### src/rtl/wb_addr_decoder_pkg.sv
// Shared types and default address map for the Wishbone address decoder.
// Four 256 MiB windows at 0x0000_0000, 0x1000_0000, 0x2000_0000 and 0x3000_0000.
package wb_addr_decoder_pkg;

    localparam int NUM_SLAVES = 4;

    localparam logic [NUM_SLAVES*32-1:0] DEFAULT_SLAVE_BASE =
        {32'h3000_0000, 32'h2000_0000, 32'h1000_0000, 32'h0000_0000};
    localparam logic [NUM_SLAVES*32-1:0] DEFAULT_SLAVE_MASK = {4{32'hF000_0000}};

    typedef enum logic [1:0] {
        IDLE,
        ACTIVE,
        ERROR
    } dec_state_t;

endpackage

### src/rtl/wb_addr_decoder_if.sv
// Classic Wishbone bus bundle; the master modport drives the request, the slave modport answers.
// Purely a wiring bundle: no latency, and backpressure is the slave holding off ACK.
interface wb_if #(
    parameter int AW = 32,
    parameter int DW = 32
);
    logic [AW-1:0]   ADR;
    logic [DW-1:0]   DAT_W;
    logic [DW-1:0]   DAT_R;
    logic            WE;
    logic [DW/8-1:0] SEL;
    logic            CYC;
    logic            STB;
    logic [2:0]      CTI;
    logic [1:0]      BTE;
    logic            ACK;
    logic            ERR;

    modport master (
        output ADR, DAT_W, WE, SEL, CYC, STB, CTI, BTE,
        input  DAT_R, ACK, ERR
    );

    modport slave (
        input  ADR, DAT_W, WE, SEL, CYC, STB, CTI, BTE,
        output DAT_R, ACK, ERR
    );
endinterface

### src/rtl/wb_addr_decoder_watchdog.sv
// Counts cycles a selected slave has left a request unanswered; o_expire is combinational on the
// final allowed cycle. Stalls (holds its count) once expired until cleared; no backpressure.
module wb_watchdog #(
    parameter int TIMEOUT_CYCLES = 255
) (
    input  logic wb_clk,
    input  logic rst,
    input  logic i_clear,
    input  logic i_enable,
    output logic o_expire
);

    logic [15:0] r_count;

    always_ff @(posedge wb_clk) begin
        if (rst || i_clear) begin
            r_count <= '0;
        end else if (i_enable && !o_expire) begin
            r_count <= r_count + 16'd1;
        end
    end

    assign o_expire = i_enable && (r_count == 16'(TIMEOUT_CYCLES - 1));

endmodule

### src/rtl/wb_addr_decoder.sv
// One-master, four-slave Wishbone address decoder with a response watchdog; request registered
// (slave sees it one cycle after STB), response passed back combinationally; slave ACK is the backpressure.
module wb_addr_decoder
    import wb_addr_decoder_pkg::*;
#(
    parameter int                                     WB_ADDRESS_WIDTH = 32,
    parameter int                                     WB_DATA_WIDTH    = 32,
    parameter logic [NUM_SLAVES*WB_ADDRESS_WIDTH-1:0] SLAVE_BASE       = DEFAULT_SLAVE_BASE,
    parameter logic [NUM_SLAVES*WB_ADDRESS_WIDTH-1:0] SLAVE_MASK       = DEFAULT_SLAVE_MASK,
    parameter int                                     TIMEOUT_CYCLES   = 255,
    parameter bit                                     ERR_AS_ACK       = 1'b1,
    parameter logic [WB_DATA_WIDTH-1:0]               ERR_DATA         = 32'hDEAD_BEEF
) (
    input  logic wb_clk,
    input  logic rst,
    wb_if.slave  wb_i,
    wb_if.master m0_o,
    wb_if.master m1_o,
    wb_if.master m2_o,
    wb_if.master m3_o
);

    localparam int AW = WB_ADDRESS_WIDTH;

    dec_state_t              r_state;
    dec_state_t              w_next;
    logic [NUM_SLAVES-1:0]   r_sel;
    logic [NUM_SLAVES-1:0]   w_match_sel;
    logic [NUM_SLAVES-1:0]   w_port_en;
    logic [NUM_SLAVES-1:0]   w_s_ack;
    logic [NUM_SLAVES-1:0]   w_s_err;
    logic [WB_DATA_WIDTH-1:0] w_s_dat [NUM_SLAVES];
    logic                    w_req;
    logic                    w_active;
    logic                    w_sel_ack;
    logic                    w_sel_err;
    logic                    w_wd_clear;
    logic                    w_wd_expire;

    assign w_req = wb_i.CYC & wb_i.STB;

    // Scan from the top index down so the lowest matching slave is the last writer and wins.
    always_comb begin
        w_match_sel = '0;
        for (int i = NUM_SLAVES - 1; i >= 0; i--) begin
            if ((wb_i.ADR & SLAVE_MASK[i*AW +: AW]) == (SLAVE_BASE[i*AW +: AW] & SLAVE_MASK[i*AW +: AW])) begin
                w_match_sel    = '0;
                w_match_sel[i] = 1'b1;
            end
        end
    end

    // Reset gates every output combinationally so a mid-transaction reset is silent immediately.
    assign w_active  = (r_state == ACTIVE) && !rst;
    assign w_port_en = w_active ? r_sel : '0;
    assign w_sel_ack = w_active && wb_i.CYC && |(r_sel & w_s_ack);
    assign w_sel_err = w_active && wb_i.CYC && |(r_sel & w_s_err);

    always_ff @(posedge wb_clk) begin
        if (rst) begin
            r_state <= IDLE;
            r_sel   <= '0;
        end else begin
            r_state <= w_next;
            if (r_state == IDLE && w_req) begin
                r_sel <= w_match_sel;
            end
        end
    end

    always_comb begin
        w_next     = r_state;
        w_wd_clear = 1'b0;
        case (r_state)
            IDLE: begin
                if (w_req) begin
                    w_wd_clear = 1'b1;
                    w_next     = (|w_match_sel) ? ACTIVE : ERROR;
                end
            end
            ACTIVE: begin
                if (!wb_i.CYC || w_sel_ack || w_sel_err) begin
                    w_next = IDLE;
                end else if (w_wd_expire) begin
                    w_next = ERROR;
                end
            end
            default: w_next = IDLE;
        endcase
    end

    wb_watchdog #(
        .TIMEOUT_CYCLES(TIMEOUT_CYCLES)
    ) u_watchdog (
        .wb_clk  (wb_clk),
        .rst     (rst),
        .i_clear (w_wd_clear),
        .i_enable(w_active),
        .o_expire(w_wd_expire)
    );

    always_comb begin
        wb_i.DAT_R = '0;
        wb_i.ACK   = 1'b0;
        wb_i.ERR   = 1'b0;
        if (w_active) begin
            wb_i.ACK = w_sel_ack;
            wb_i.ERR = w_sel_err;
            for (int i = 0; i < NUM_SLAVES; i++) begin
                if (r_sel[i]) begin
                    wb_i.DAT_R = w_s_dat[i];
                end
            end
        end else if (r_state == ERROR && !rst) begin
            wb_i.DAT_R = ERR_DATA;
            wb_i.ACK   = ERR_AS_ACK;
            wb_i.ERR   = !ERR_AS_ACK;
        end
    end

    assign w_s_ack    = {m3_o.ACK, m2_o.ACK, m1_o.ACK, m0_o.ACK};
    assign w_s_err    = {m3_o.ERR, m2_o.ERR, m1_o.ERR, m0_o.ERR};
    assign w_s_dat[0] = m0_o.DAT_R;
    assign w_s_dat[1] = m1_o.DAT_R;
    assign w_s_dat[2] = m2_o.DAT_R;
    assign w_s_dat[3] = m3_o.DAT_R;

    assign m0_o.CYC   = w_port_en[0] & wb_i.CYC;
    assign m0_o.STB   = w_port_en[0] & wb_i.STB;
    assign m0_o.ADR   = w_port_en[0] ? wb_i.ADR   : '0;
    assign m0_o.DAT_W = w_port_en[0] ? wb_i.DAT_W : '0;
    assign m0_o.WE    = w_port_en[0] & wb_i.WE;
    assign m0_o.SEL   = w_port_en[0] ? wb_i.SEL   : '0;
    assign m0_o.CTI   = w_port_en[0] ? wb_i.CTI   : '0;
    assign m0_o.BTE   = w_port_en[0] ? wb_i.BTE   : '0;

    assign m1_o.CYC   = w_port_en[1] & wb_i.CYC;
    assign m1_o.STB   = w_port_en[1] & wb_i.STB;
    assign m1_o.ADR   = w_port_en[1] ? wb_i.ADR   : '0;
    assign m1_o.DAT_W = w_port_en[1] ? wb_i.DAT_W : '0;
    assign m1_o.WE    = w_port_en[1] & wb_i.WE;
    assign m1_o.SEL   = w_port_en[1] ? wb_i.SEL   : '0;
    assign m1_o.CTI   = w_port_en[1] ? wb_i.CTI   : '0;
    assign m1_o.BTE   = w_port_en[1] ? wb_i.BTE   : '0;

    assign m2_o.CYC   = w_port_en[2] & wb_i.CYC;
    assign m2_o.STB   = w_port_en[2] & wb_i.STB;
    assign m2_o.ADR   = w_port_en[2] ? wb_i.ADR   : '0;
    assign m2_o.DAT_W = w_port_en[2] ? wb_i.DAT_W : '0;
    assign m2_o.WE    = w_port_en[2] & wb_i.WE;
    assign m2_o.SEL   = w_port_en[2] ? wb_i.SEL   : '0;
    assign m2_o.CTI   = w_port_en[2] ? wb_i.CTI   : '0;
    assign m2_o.BTE   = w_port_en[2] ? wb_i.BTE   : '0;

    assign m3_o.CYC   = w_port_en[3] & wb_i.CYC;
    assign m3_o.STB   = w_port_en[3] & wb_i.STB;
    assign m3_o.ADR   = w_port_en[3] ? wb_i.ADR   : '0;
    assign m3_o.DAT_W = w_port_en[3] ? wb_i.DAT_W : '0;
    assign m3_o.WE    = w_port_en[3] & wb_i.WE;
    assign m3_o.SEL   = w_port_en[3] ? wb_i.SEL   : '0;
    assign m3_o.CTI   = w_port_en[3] ? wb_i.CTI   : '0;
    assign m3_o.BTE   = w_port_en[3] ? wb_i.BTE   : '0;

endmodule
### src/flat_wrapper.sv
// flat-port wrapper written by rule: the top's interface ports become plain ports
module wb_addr_decoder_flat import wb_addr_decoder_pkg::*;
#(
    parameter int                                     WB_ADDRESS_WIDTH = 32,
    parameter int                                     WB_DATA_WIDTH    = 32,
    parameter logic [NUM_SLAVES*WB_ADDRESS_WIDTH-1:0] SLAVE_BASE       = DEFAULT_SLAVE_BASE,
    parameter logic [NUM_SLAVES*WB_ADDRESS_WIDTH-1:0] SLAVE_MASK       = DEFAULT_SLAVE_MASK,
    parameter int                                     TIMEOUT_CYCLES   = 255,
    parameter bit                                     ERR_AS_ACK       = 1'b1,
    parameter logic [WB_DATA_WIDTH-1:0]               ERR_DATA         = 32'hDEAD_BEEF
)
  (wb_clk, rst, wb_i_ADR, wb_i_DAT_W, wb_i_WE, wb_i_SEL, wb_i_CYC, wb_i_STB, wb_i_CTI, wb_i_BTE, wb_i_DAT_R, wb_i_ACK, wb_i_ERR, m0_o_ADR, m0_o_DAT_W, m0_o_WE, m0_o_SEL, m0_o_CYC, m0_o_STB, m0_o_CTI, m0_o_BTE, m0_o_DAT_R, m0_o_ACK, m0_o_ERR, m1_o_ADR, m1_o_DAT_W, m1_o_WE, m1_o_SEL, m1_o_CYC, m1_o_STB, m1_o_CTI, m1_o_BTE, m1_o_DAT_R, m1_o_ACK, m1_o_ERR, m2_o_ADR, m2_o_DAT_W, m2_o_WE, m2_o_SEL, m2_o_CYC, m2_o_STB, m2_o_CTI, m2_o_BTE, m2_o_DAT_R, m2_o_ACK, m2_o_ERR, m3_o_ADR, m3_o_DAT_W, m3_o_WE, m3_o_SEL, m3_o_CYC, m3_o_STB, m3_o_CTI, m3_o_BTE, m3_o_DAT_R, m3_o_ACK, m3_o_ERR);
  wb_if wb_i_i ();
  wb_if m0_o_i ();
  wb_if m1_o_i ();
  wb_if m2_o_i ();
  wb_if m3_o_i ();
  input  logic wb_clk;
  input  logic rst;
  input wire logic [$bits(wb_i_i.ADR)-1:0] wb_i_ADR;
  input wire logic [$bits(wb_i_i.DAT_W)-1:0] wb_i_DAT_W;
  input wire logic [$bits(wb_i_i.WE)-1:0] wb_i_WE;
  input wire logic [$bits(wb_i_i.SEL)-1:0] wb_i_SEL;
  input wire logic [$bits(wb_i_i.CYC)-1:0] wb_i_CYC;
  input wire logic [$bits(wb_i_i.STB)-1:0] wb_i_STB;
  input wire logic [$bits(wb_i_i.CTI)-1:0] wb_i_CTI;
  input wire logic [$bits(wb_i_i.BTE)-1:0] wb_i_BTE;
  output wire logic [$bits(wb_i_i.DAT_R)-1:0] wb_i_DAT_R;
  output wire logic [$bits(wb_i_i.ACK)-1:0] wb_i_ACK;
  output wire logic [$bits(wb_i_i.ERR)-1:0] wb_i_ERR;
  output wire logic [$bits(m0_o_i.ADR)-1:0] m0_o_ADR;
  output wire logic [$bits(m0_o_i.DAT_W)-1:0] m0_o_DAT_W;
  output wire logic [$bits(m0_o_i.WE)-1:0] m0_o_WE;
  output wire logic [$bits(m0_o_i.SEL)-1:0] m0_o_SEL;
  output wire logic [$bits(m0_o_i.CYC)-1:0] m0_o_CYC;
  output wire logic [$bits(m0_o_i.STB)-1:0] m0_o_STB;
  output wire logic [$bits(m0_o_i.CTI)-1:0] m0_o_CTI;
  output wire logic [$bits(m0_o_i.BTE)-1:0] m0_o_BTE;
  input wire logic [$bits(m0_o_i.DAT_R)-1:0] m0_o_DAT_R;
  input wire logic [$bits(m0_o_i.ACK)-1:0] m0_o_ACK;
  input wire logic [$bits(m0_o_i.ERR)-1:0] m0_o_ERR;
  output wire logic [$bits(m1_o_i.ADR)-1:0] m1_o_ADR;
  output wire logic [$bits(m1_o_i.DAT_W)-1:0] m1_o_DAT_W;
  output wire logic [$bits(m1_o_i.WE)-1:0] m1_o_WE;
  output wire logic [$bits(m1_o_i.SEL)-1:0] m1_o_SEL;
  output wire logic [$bits(m1_o_i.CYC)-1:0] m1_o_CYC;
  output wire logic [$bits(m1_o_i.STB)-1:0] m1_o_STB;
  output wire logic [$bits(m1_o_i.CTI)-1:0] m1_o_CTI;
  output wire logic [$bits(m1_o_i.BTE)-1:0] m1_o_BTE;
  input wire logic [$bits(m1_o_i.DAT_R)-1:0] m1_o_DAT_R;
  input wire logic [$bits(m1_o_i.ACK)-1:0] m1_o_ACK;
  input wire logic [$bits(m1_o_i.ERR)-1:0] m1_o_ERR;
  output wire logic [$bits(m2_o_i.ADR)-1:0] m2_o_ADR;
  output wire logic [$bits(m2_o_i.DAT_W)-1:0] m2_o_DAT_W;
  output wire logic [$bits(m2_o_i.WE)-1:0] m2_o_WE;
  output wire logic [$bits(m2_o_i.SEL)-1:0] m2_o_SEL;
  output wire logic [$bits(m2_o_i.CYC)-1:0] m2_o_CYC;
  output wire logic [$bits(m2_o_i.STB)-1:0] m2_o_STB;
  output wire logic [$bits(m2_o_i.CTI)-1:0] m2_o_CTI;
  output wire logic [$bits(m2_o_i.BTE)-1:0] m2_o_BTE;
  input wire logic [$bits(m2_o_i.DAT_R)-1:0] m2_o_DAT_R;
  input wire logic [$bits(m2_o_i.ACK)-1:0] m2_o_ACK;
  input wire logic [$bits(m2_o_i.ERR)-1:0] m2_o_ERR;
  output wire logic [$bits(m3_o_i.ADR)-1:0] m3_o_ADR;
  output wire logic [$bits(m3_o_i.DAT_W)-1:0] m3_o_DAT_W;
  output wire logic [$bits(m3_o_i.WE)-1:0] m3_o_WE;
  output wire logic [$bits(m3_o_i.SEL)-1:0] m3_o_SEL;
  output wire logic [$bits(m3_o_i.CYC)-1:0] m3_o_CYC;
  output wire logic [$bits(m3_o_i.STB)-1:0] m3_o_STB;
  output wire logic [$bits(m3_o_i.CTI)-1:0] m3_o_CTI;
  output wire logic [$bits(m3_o_i.BTE)-1:0] m3_o_BTE;
  input wire logic [$bits(m3_o_i.DAT_R)-1:0] m3_o_DAT_R;
  input wire logic [$bits(m3_o_i.ACK)-1:0] m3_o_ACK;
  input wire logic [$bits(m3_o_i.ERR)-1:0] m3_o_ERR;
  assign wb_i_i.ADR = wb_i_ADR;
  assign wb_i_i.DAT_W = wb_i_DAT_W;
  assign wb_i_i.WE = wb_i_WE;
  assign wb_i_i.SEL = wb_i_SEL;
  assign wb_i_i.CYC = wb_i_CYC;
  assign wb_i_i.STB = wb_i_STB;
  assign wb_i_i.CTI = wb_i_CTI;
  assign wb_i_i.BTE = wb_i_BTE;
  assign wb_i_DAT_R = wb_i_i.DAT_R;
  assign wb_i_ACK = wb_i_i.ACK;
  assign wb_i_ERR = wb_i_i.ERR;
  assign m0_o_ADR = m0_o_i.ADR;
  assign m0_o_DAT_W = m0_o_i.DAT_W;
  assign m0_o_WE = m0_o_i.WE;
  assign m0_o_SEL = m0_o_i.SEL;
  assign m0_o_CYC = m0_o_i.CYC;
  assign m0_o_STB = m0_o_i.STB;
  assign m0_o_CTI = m0_o_i.CTI;
  assign m0_o_BTE = m0_o_i.BTE;
  assign m0_o_i.DAT_R = m0_o_DAT_R;
  assign m0_o_i.ACK = m0_o_ACK;
  assign m0_o_i.ERR = m0_o_ERR;
  assign m1_o_ADR = m1_o_i.ADR;
  assign m1_o_DAT_W = m1_o_i.DAT_W;
  assign m1_o_WE = m1_o_i.WE;
  assign m1_o_SEL = m1_o_i.SEL;
  assign m1_o_CYC = m1_o_i.CYC;
  assign m1_o_STB = m1_o_i.STB;
  assign m1_o_CTI = m1_o_i.CTI;
  assign m1_o_BTE = m1_o_i.BTE;
  assign m1_o_i.DAT_R = m1_o_DAT_R;
  assign m1_o_i.ACK = m1_o_ACK;
  assign m1_o_i.ERR = m1_o_ERR;
  assign m2_o_ADR = m2_o_i.ADR;
  assign m2_o_DAT_W = m2_o_i.DAT_W;
  assign m2_o_WE = m2_o_i.WE;
  assign m2_o_SEL = m2_o_i.SEL;
  assign m2_o_CYC = m2_o_i.CYC;
  assign m2_o_STB = m2_o_i.STB;
  assign m2_o_CTI = m2_o_i.CTI;
  assign m2_o_BTE = m2_o_i.BTE;
  assign m2_o_i.DAT_R = m2_o_DAT_R;
  assign m2_o_i.ACK = m2_o_ACK;
  assign m2_o_i.ERR = m2_o_ERR;
  assign m3_o_ADR = m3_o_i.ADR;
  assign m3_o_DAT_W = m3_o_i.DAT_W;
  assign m3_o_WE = m3_o_i.WE;
  assign m3_o_SEL = m3_o_i.SEL;
  assign m3_o_CYC = m3_o_i.CYC;
  assign m3_o_STB = m3_o_i.STB;
  assign m3_o_CTI = m3_o_i.CTI;
  assign m3_o_BTE = m3_o_i.BTE;
  assign m3_o_i.DAT_R = m3_o_DAT_R;
  assign m3_o_i.ACK = m3_o_ACK;
  assign m3_o_i.ERR = m3_o_ERR;
  wb_addr_decoder #(.WB_ADDRESS_WIDTH(WB_ADDRESS_WIDTH), .WB_DATA_WIDTH(WB_DATA_WIDTH), .SLAVE_BASE(SLAVE_BASE), .SLAVE_MASK(SLAVE_MASK), .TIMEOUT_CYCLES(TIMEOUT_CYCLES), .ERR_AS_ACK(ERR_AS_ACK), .ERR_DATA(ERR_DATA)) u_core (.wb_clk(wb_clk), .rst(rst), .wb_i(wb_i_i), .m0_o(m0_o_i), .m1_o(m1_o_i), .m2_o(m2_o_i), .m3_o(m3_o_i));
endmodule
### config.mk
export PLATFORM = sky130hd
export DESIGN_NAME = wb_addr_decoder_flat
export DESIGN_NICKNAME = d
export VERILOG_FILES = /design/src/rtl/wb_addr_decoder_pkg.sv /design/src/rtl/wb_addr_decoder_if.sv /design/src/rtl/wb_addr_decoder_watchdog.sv /design/src/rtl/wb_addr_decoder.sv /design/src/flat_wrapper.sv
export SDC_FILE = /design/constraint.sdc
export NUM_CORES = 1
export LEC_CHECK = 0
export ABC_AREA = 1
export BUFFER_PORTS_ARGS = -buffer_cell sky130_fd_sc_hd__buf_2
export CORE_AREA = 2 2 213 215
export CTS_CLUSTER_DIAMETER = 80
export DETAILED_ROUTE_END_ITERATION = 16
export DIE_AREA = 0 0 215 217
export SLEW_MARGIN = 20
export SYNTH_ARGS = -nofsm -noshare
export SYNTH_HDL_FRONTEND = slang
export SYNTH_SLANG_ARGS = --single-unit
### constraint.sdc
create_clock -name wb_clk -period 3.35 [get_ports wb_clk]
set_input_delay 0 -clock wb_clk [delete_from_list [all_inputs] [get_ports wb_clk]]
set_output_delay 0 -clock wb_clk [all_outputs]
set_load 0.05 [all_outputs]
### Yosys cells after proc, flatten, opt, wreduce, memory -nomap -nowiden

Index checks and enable logic that the tools add are counted.

| word-level totals | value |
|---|---|
| bits of input ports | 214 |
| output and inout bits | 338 |
| word-level logic and storage cells | 88 |
| memories | 0 |
| latch bits | 0 |
| register bits | 22 |
| RAM bits | 0 |
| memory bits (read-only) | 0 |

| cells by class | value |
|---|---|
| add/subtract/negate cells | 1 |
| bitwise operators | 15 |
| eq/ne operators | 8 |
| magnitude comparators | 0 |
| shifts and indexed selects | 0 |
| multiply operators | 0 |
| reduce and logical (&&, ||, !) cells | 20 |
| mux-type cells | 41 |
| divide/modulo/power cells | 0 |

Operator list:

| operator | number |
|---|---|
| 32-bit two-way mux | 14 |
| 4-bit two-way mux | 9 |
| 32-bit zero test | 1 |
| 16-bit by 1-bit adder with 16-bit output, second input constant | 1 |
| 16-bit by 8-bit == test with 1-bit output, second input constant | 1 |
| 2-bit two-way mux | 8 |
| 1-bit AND | 13 |
| 3-bit two-way mux | 4 |
| 4-bit OR reduction | 3 |
| 4-bit AND | 2 |
| 4-bit by 2-bit == test with 1-bit output, second input constant | 2 |
| 1-bit logical AND | 8 |
| 1-bit two-way mux | 5 |
| 4-bit by 1-bit == test with 1-bit output, second input constant | 1 |
| 2-bit case mux with 2 select lines | 1 |
| 1-bit zero test | 3 |
| 1-bit logical OR | 3 |
| 3-bit inequality test, second input constant | 1 |
| 2-bit by 1-bit == test with 1-bit output, second input constant | 1 |
| 2-bit == test, second input constant | 1 |
| 2-bit zero test | 1 |
| 2-bit by 1-bit inequality test with 1-bit output, second input constant | 1 |
| 2-bit AND reduction | 1 |

### Logic depth before layout (Yosys ltp)

Gate-level depths: netlist (run 1).

| logic depth | value |
|---|---|
| word-level depth | 9 |
| depth in mapped cells | 10 |
| gate-level depth less buffers | 9 |

### Modules after synthesis

From an unflattened synthesis (run 1), not the netlist that was laid out.

| second synthesis, totals | value |
|---|---|
| cell total of the unflattened synthesis | 870 |
| area total of the unflattened synthesis | 4,113.9 um^2 |

Modules (own cells, without submodules):

| module | area an instance (um^2) | instances | cells each |
|---|---|---|---|
| wb_addr_decoder | 3,019.1 | 1 | 694 |
| wb_watchdog | 1,094.8 | 1 | 176 |

### Worst setup path after synthesis (run 1)

OpenSTA, ideal clock, no wires.

| timing | value |
|---|---|
| path kind | reg-to-output |
| start | register u_core.r_sel[1] |
| end | output port wb_i_DAT_R[24] |
| data arrival time | 1,771 ps |
| buffers on the path | 2 |
| stages on the path, launching flop included | 8 |
| required time | 3,350 ps |
| setup slack | 1,579 ps |
| cell sequence | dfxtp_1 -> buf_2 -> nor2_2 -> buf_2 -> a22oi_1 -> nand2_1 -> o21ai_0 -> a21oi_1 |

| between the ends | value |
|---|---|
| cells in the longest elaborated chain, start to end | 4 |

Ends and longest elaborated chain:

| what | line | source |
|---|---|---|
| start, declared | wb_addr_decoder.sv:27 | `logic [NUM_SLAVES-1:0] r_sel;` |
| start signal, assigned | wb_addr_decoder.sv:66 | `r_sel <= w_match_sel;` |
| 32-bit two-way mux (3 in a row) | wb_addr_decoder.sv:110 | `if (r_sel[i]) begin` |
| 32-bit two-way mux | wb_addr_decoder.sv:106 | `if (w_active) begin` |
| end, declared | flat_wrapper.sv:28 | `output wire logic [$bits(wb_i_i.DAT_R)-1:0] wb_i_DAT_R;` |

Every way passes these cells.

### Worst setup path in the final report (run 1)

| timing | value |
|---|---|
| start | register u_core.r_state[1] |
| end | output port wb_i_DAT_R[31] |

| between the ends | value |
|---|---|
| cells in the longest elaborated chain, start to end | 4 |
| elaborated cells between the ends (all ways) | 6 |
| classes of those cells | 2 x eq/ne; 2 x mux; 2 x reduce/logical |

Ends and longest elaborated chain:

| what | line | source |
|---|---|---|
| start, declared | wb_addr_decoder.sv:25 | `dec_state_t r_state;` |
| start signal, assigned | wb_addr_decoder.sv:64 | `r_state <= w_next;` |
| 2-bit == test | wb_addr_decoder.sv:114 | `end else if (r_state == ERROR && !rst) begin` |
| 1-bit logical AND | wb_addr_decoder.sv:114 |  |
| 32-bit two-way mux | wb_addr_decoder.sv:114 |  |
| 32-bit two-way mux (*) | wb_addr_decoder.sv:106 |  |

Mark *: on every way between the ends. The rest lies on a longest branch, timed or not.

==> run summary, run 1 <==
The run gives 3 as the number of buffers inserted during clock tree synthesis. In the routed layout, each cell is associated on average with a via count of 3.78. The number of sinks handled by clock tree synthesis is 22. In the final design database the tool counted 1,568 nets.

The tools report the count of yosys warnings during synthesis as 0. The run gives 847 as the gate count after technology mapping. Of the post-synthesis cell area, the part taken by muxes is 0%. The worst hold path begins at rst. The detailed router placed 7,380 vias in this run.

The initial utilization of the core area, before any placement, comes to 9.36%. The number of antenna violations at the first check in global routing came out at 14. A synthesized cell averages 4.94 µm². At the later pin of the worst-skew pair, clock insertion delay measures 260 ps.

The kind of launch point of the worst setup path was a register. Data arrives at the worst endpoint at 2280 ps. The floorplan step defined a die boundary enclosing 46,700 µm². The XOR/XNOR share of the synthesized area is 1.47%, and the transition time at the pin with the least slew margin is 950 ps.

The via count of the first global-routing pass is 6,093. The routability congestion estimate is 0.849, and the height of the die is 217 µm. The tools report the final total negative setup slack as 0 ps.

The run gives 0 as the max-slew violation count. Traced cell by cell, the critical path runs through inv_2 -> nand2_1 -> nor2_4 -> inv_1 -> nor2_4 -> o211ai_1 -> nand3_1 -> buf_2. The register bit count reported by yosys was 22. The critical register-to-register path startpoint was u_core.r_state[1]. The sequential fraction of the synthesis area was 10.5%. The total area inside the core boundary comes to 44,700 µm². The clock-pin slew reported for the worst setup and hold paths after clock tree synthesis is 60 ps, and the critical path required time is 3350 ps. The total power per unit cell area is 119 nW/µm². In this run, the number of DRC markers left after iteration 0 of detailed routing was 550.

The average wire per standard cell was 15.7 µm. The tree is rooted in a sky130_fd_sc_hd__clkbuf_16. The critical path in this run is classified as reg -> out. In this run, post-CTS repair resized a total of 0 instances.

The critical path contains buffers and inverters numbering 3 combined. Number of H-tree levels: 1. The final worst-path cycle share works out to 68.1%. Global routing used 11.8% of the available tracks across all layers. Number of distinct library cell variants in the gate-level netlist after synthesis: 35. Cells with a size suffix above 1 make up 44.6% of the layout. Leakage power figure: 0.00503 µW. The number of nets handed over by synthesis was 1,063.

The synthesized netlist devotes 15.9% of its cell area to compound gates. In this run the tightest slew margin relative to its limit is 36.7%. 552 I/O pins were placed. The overflow left after global routing came out at 0.

The worst setup path is captured at a primary output. The longest clock path from root to sink contains 2 buffers. In this run the core area contains 78 standard-cell rows.

The number of hold buffers added after CTS was 0. The worst register-to-register path ends at u_core.r_state[1]. The largest single stage delay on the critical path is 550 ps. On the final layout, the worst clock skew is 4.83 ps.

The tools report the mapped cell area as 4180 µm². The critical-path cell with the highest stage delay was sky130_fd_sc_hd__nor2_4. The logic depth of the worst register-to-register path was 8. The peak supply drop came out at 0.157 mV. The run gives 5 as the number of search-and-repair iterations in the first detailed-routing pass. The detailed-placement wirelength estimate is 25.7 mm, and the final critical delay including setup and external delays is 2280 ps. Max-cap violations in this run came to 0. Buffers placed on the I/O ports in this run total 551.

The leading cell type in the layout, fill and taps excluded is sky130_fd_sc_hd__buf_2. After Yosys synthesis, full adders, half adders and majority gates account for 0.598% of the synthesized area. The final layout contains routed wiring with a total length of 30.7 mm. The number of cells traversed by the worst hold path came out at 2. The first global-routing pass estimated 41.0 mm of wire. Tracing the worst setup path back leads to its startpoint at u_core.r_state[1]. Hold is met by 38.7 ps. By area, the combinational part of the netlist is dominated by simple AND/OR/NAND/NOR gates. In the layout the commonest cells are sky130_fd_sc_hd__buf_2 (551), sky130_fd_sc_hd__nor2_1 (332), sky130_fd_sc_hd__nand2_1 (124).

The run gives 0 as the setup fix buffers added after clock tree synthesis. On the critical path the largest part of the delay comes from simple AND/OR/NAND/NOR gates. The path with the worst hold slack has its endpoint at u_core.r_state[0].

The highest fanout seen on the critical path is 25. The final number of hold-violating endpoints was 0; the simple-gate area share of the yosys netlist was 53.8%. Setup repair after global routing left no endpoint under its margin. Setup violations remaining at the end of the flow were counted as 0. The most numerous cell on the critical path was sky130_fd_sc_hd__nor2_4. Class of the most critical hold timing path: in -> reg. The count of nets left with antenna violations once routing finished came out at 0. The run finished with clean final reports. Derived from the worst setup path, the maximum achievable clock frequency is 0.438 GHz. For the largest net degree at the start of global routing, the log shows 76. The relative area change from synthesis to final layout is 80.2%, and the DRC violations left is 0. In this run the register-to-register setup slack is 1610 ps.

The floorplan step set the die width to 215 µm. TritonCTS built the clock tree.
layer usage:
metal	wire length, µm	vias up	part of all wire [%]	track usage [%]
li1	-	3615	-	-
met1	12200	3287	40	14.2
met2	14600	411	48	20.7
met3	2770	51	9.0	2.74
met4	1020	16	3.3	4.11
met5	105	-	0.34	0
flip-flops by register name, indices dropped and copies added (netlist names):
| register | flops |
|---|---|
| u_core.u_watchdog.r_count | 16 |
| u_core.r_sel | 4 |
| u_core.r_state | 2 |
through the flow:
stage / utilization, % / area, µm² / instances / setup WS (ps) / total power (µW)
after floorplan: - / 4180 / 847 / 1580 / 408
after global placement: 16.6 / 7440 / 1947 / 1370 / 627
after detailed placement: 16.6 / 7440 / 1947 / 1350 / 628
after CTS: 16.8 / 7530 / 1951 / 1070 / 911
after global routing: 16.8 / 7530 / 1951 / 886 / 944
final: 16.9 / 7540 / 1953 / 1070 / 900
cell type report:
type / instances / area, µm²
diodes: 2 / 5.00
clock buffers: 4 / 88.8
fillers: 5316 / 37200
inverters: 102 / 387
multi-input cells: 662 / 3030
flip-flops and latches: 22 / 442
well taps: 600 / 751
repair buffers: 561 / 2830
Yosys cell counts, drive strengths merged:
cell	count	area share [%]
xor2	4	0.84
dfxtp	22	11
xnor2	3	0.63
nand2	142	14
buf	46	7.2
o21ai	23	2.8
nand4	2	0.30
a21oi	48	6.5
inv	98	8.8
o32ai	2	0.42
nor3	1	0.12
ha	2	0.60
clkbuf	15	1.3
nor2	338	31
o211ai	25	4.5
clkinv	4	0.45
nand3	62	7.5
o22ai	2	0.30
a22oi	8	1.4
worst max path at each step:
stage,endpoint,slack [ps],cells after the start
finish,wb_i_DAT_R[31],1070,8
global route,wb_i_DAT_R[19],890,8
CTS,wb_i_DAT_R[0],1070,8
detailed placement,wb_i_DAT_R[0],1350,8
global placement,wb_i_DAT_R[0],1370,8
floorplan,wb_i_DAT_R[24],1580,7
power breakdown:
part           leakage, µW  total, µW  internal, µW  switching (µW)
clock            0.0000442        280           182            97.6
combinational      0.00481        354           118             236
sequential        0.000178        265           264            1.69
logic make-up after synthesis:
logic type | after synthesis
xor gates and xnor gates | 7
adders and majority gates | 2
DFF | 22
AOI/OAI and AO/OA | 108
and+or+nand+nor | 545
buffers and inverters | 163
Note: power is estimated with default switching activity, not from simulation.
==> run 2: changes to the inputs <==
- CORE_AREA: 2 2 213 215 -> 2 2 214 216
- DIE_AREA: 0 0 215 217 -> 0 0 216 218
- clock period: 3.35 -> 1.9 ns (I/O delays scaled with it)
==> run 2 against run 1 <==
Net effect:
- critical path type unchanged
- die area up 0.93%
- via count increased by 1.0%
- core utilization increased by 2.5 points
- global-route usage decreased by 0.20 points
- sequential power grew 77%
==> run summary, run 2 (synthesis gave the netlist of run 1 again) <==
The flow ran to the end, and the final reports show no timing, DRC or antenna violations. At the end of the flow, the number of nets in the layout was 1,581. Number of H-tree levels: 1. Buffers inserted to repair hold after CTS numbered 0.

The clock period could shrink to 1850 ps. The register with the most flip-flops in the final layout is u_core.u_watchdog.r_count. For this block, the initial DRC count from the detailed router was 445. The end-of-flow core utilization is 19.4%, and the count of input and output buffers is 551.

The slowest stage of the critical path belongs to the cell sky130_fd_sc_hd__dfxtp_2. In the final routed layout, each cell accounts on average for 15.9 µm. The horizontal die dimension was 216 µm; the flip-flop count of the largest register, all copies and words added was 16. The height of the die is 218 µm. In the final layout, the share of cells above drive strength 1 is 46.1%.

Once placement completed, the tool counted placed cells totaling 1,960. For the routability congestion estimate, the log shows 0.847. The analysis attributes to cell leakage a power of 0.00522 µW. The first global-routing pass estimated 40.9 mm of wire. In this run the core area contains 78 standard-cell rows.

The tools report the max-slew violation count as 0. The logs give 5 for the number of antenna violations at the first check in global routing and 0 for the number of nets with antenna violations after detailed routing. The final number of hold-violating endpoints is 0, and the final worst-path cycle share is 97.4%. Leaving out filler cells and counting taps, the final layout contains 1,964.

The worst path arrival time was 1850 ps; the top achievable clock speed was 0.540 GHz. In the routed design, unresolved DRC markers number 0. Setup violations remaining at the end of the flow were counted as 0. The worst setup path is captured at a primary output. The peak supply drop was 0.221 mV; the remaining max-slew budget at the tightest pin was 68.0%. Type of the worst setup path: reg -> out. The largest registers in the layout are u_core.u_watchdog.r_count: 16 flops, u_core.r_sel: 4 flops, u_core.r_state: 2 flops.

For the aggregate routed wire length, the log shows 31.2 mm. The library cell used most frequently in the layout, excluding fill and tap cells, is sky130_fd_sc_hd__buf_2. The logs give 6,146 for the via count of the first global-routing pass and 552 for the number of placed I/O pins. Class of the most critical hold timing path: in -> reg. Dividing the detail-routed via count by the number of cells gives 3.80. Setup repair after global routing could not meet its margin everywhere. Detailed placement finished with a half-perimeter wire length of 25.8 mm.

The logs give 0 for the number of diodes and 2 for the deepest clock path buffer count. TritonCTS built the clock tree. The floorplan step defined a die boundary enclosing 47,100 µm². The worst setup path is launched from a register. The number of sinks handled by clock tree synthesis came out at 22. The largest net degree at the start of global routing was 76; the max-cap check violation count was 0.

The highest fanout seen on the critical path was 32. The total global routing track utilization is 11.6%. In this run, CTS created clock tree buffers numbering 3. The region available for standard cell placement spans 44,900 µm². Final hold analysis gives a worst-case slack of 28.3 ps. In this run the clock root is driven by a sky130_fd_sc_hd__clkbuf_16. In this run the post-CTS setup repair buffer count came out at 0. The initial utilization of the core area, before any placement, comes to 9.32%. Detailed routing inserted a total of 7,456 vias. At the pin with the least slew margin, the transition time is 480 ps. The overflow left after global routing is 0. For this design the ratio of total power to cell area is 188 nW/µm². Data on the critical path is required at its endpoint by 1900 ps.

The top cell types in the final layout, fill and taps aside, are sky130_fd_sc_hd__buf_2 (426), sky130_fd_sc_hd__nor2_1 (318), sky130_fd_sc_hd__nand2_1 (124). Traced cell by cell, the critical path runs through nor2_2 -> buf_12 -> a22oi_1 -> nand2_1 -> o21ai_0 -> a21oi_1 -> clkbuf_4. The first detailed-routing pass took 5 iterations. The clock-pin slew reported for the worst setup and hold paths after clock tree synthesis came out at 60 ps. Clock skew on the completed layout was measured at 2.48 ps. The insertion delay of the later-clocked pin in the worst-skew pair was 260 ps; the critical path's largest stage delay was 390 ps. Compared with the post-synthesis result, the final layout area differs by 108%.
[run 2: critical path, delay by kind of cell, from the launching register on]
kind,cells,cell delay (ps)
DFF,1,390
buffers and inverters,2,460
and+or+nand+nor,2,230
AOI/OAI and AO/OA,3,480
[run 2: cell type report]
type	count	area, µm²
Fill cell	5172	36200
Timing Repair Buffer	574	3960
Multi-Input combinational cell	662	3070
Tap cell	600	751
Sequential cell	22	442
Inverter	102	387
Clock buffer	4	88.8
[run 2: path summary, 6_finish.rpt]
kind,from,endpoint,slack (ps),cells after the start
min reg2reg,u_core.u_watchdog.r_count[14],u_core.u_watchdog.r_count[14],510,2
max,u_core.r_sel[1],wb_i_DAT_R[22],50,7
max reg2reg,u_core.u_watchdog.r_count[0],u_core.u_watchdog.r_count[10],280,7
min,rst,u_core.r_state[0],30,2
[run 2: what timing repair did]
action	in CTS	in global routing
endpoints found under the setup margin	7	94
pin swaps	0	0
cloned	0	0
gates resized for setup	1	196
[run 2: report_power, final]
group	leakage [µW]	internal, µW	switching, µW
sequential	0.000178	465	3.24
clock	0.0000442	322	176
combinational	0.00499	243	427
[run 2: per-stage QoR]
stage	setup WS [ps]	TNS [ps]	power (µW)	area (µm²)
after global placement	288	0	1120	8240
after floorplan	129	0	720	4180
after global routing	-60.2	-725	1710	8700
after detailed placement	259	0	1120	8240
after CTS	5.98	0	1620	8330
final	49.6	0	1630	8700
[run 2: routing by layer]
| metal | routed length (µm) | part of all wire (%) | track usage, % |
|---|---|---|---|
| met1 | 12300 | 39 | 14.0 |
| met3 | 2150 | 6.9 | 1.60 |
| met4 | 680 | 2.2 | 3.20 |
| met2 | 16000 | 51 | 21.5 |
| met5 | 0 | 0 | 0 |
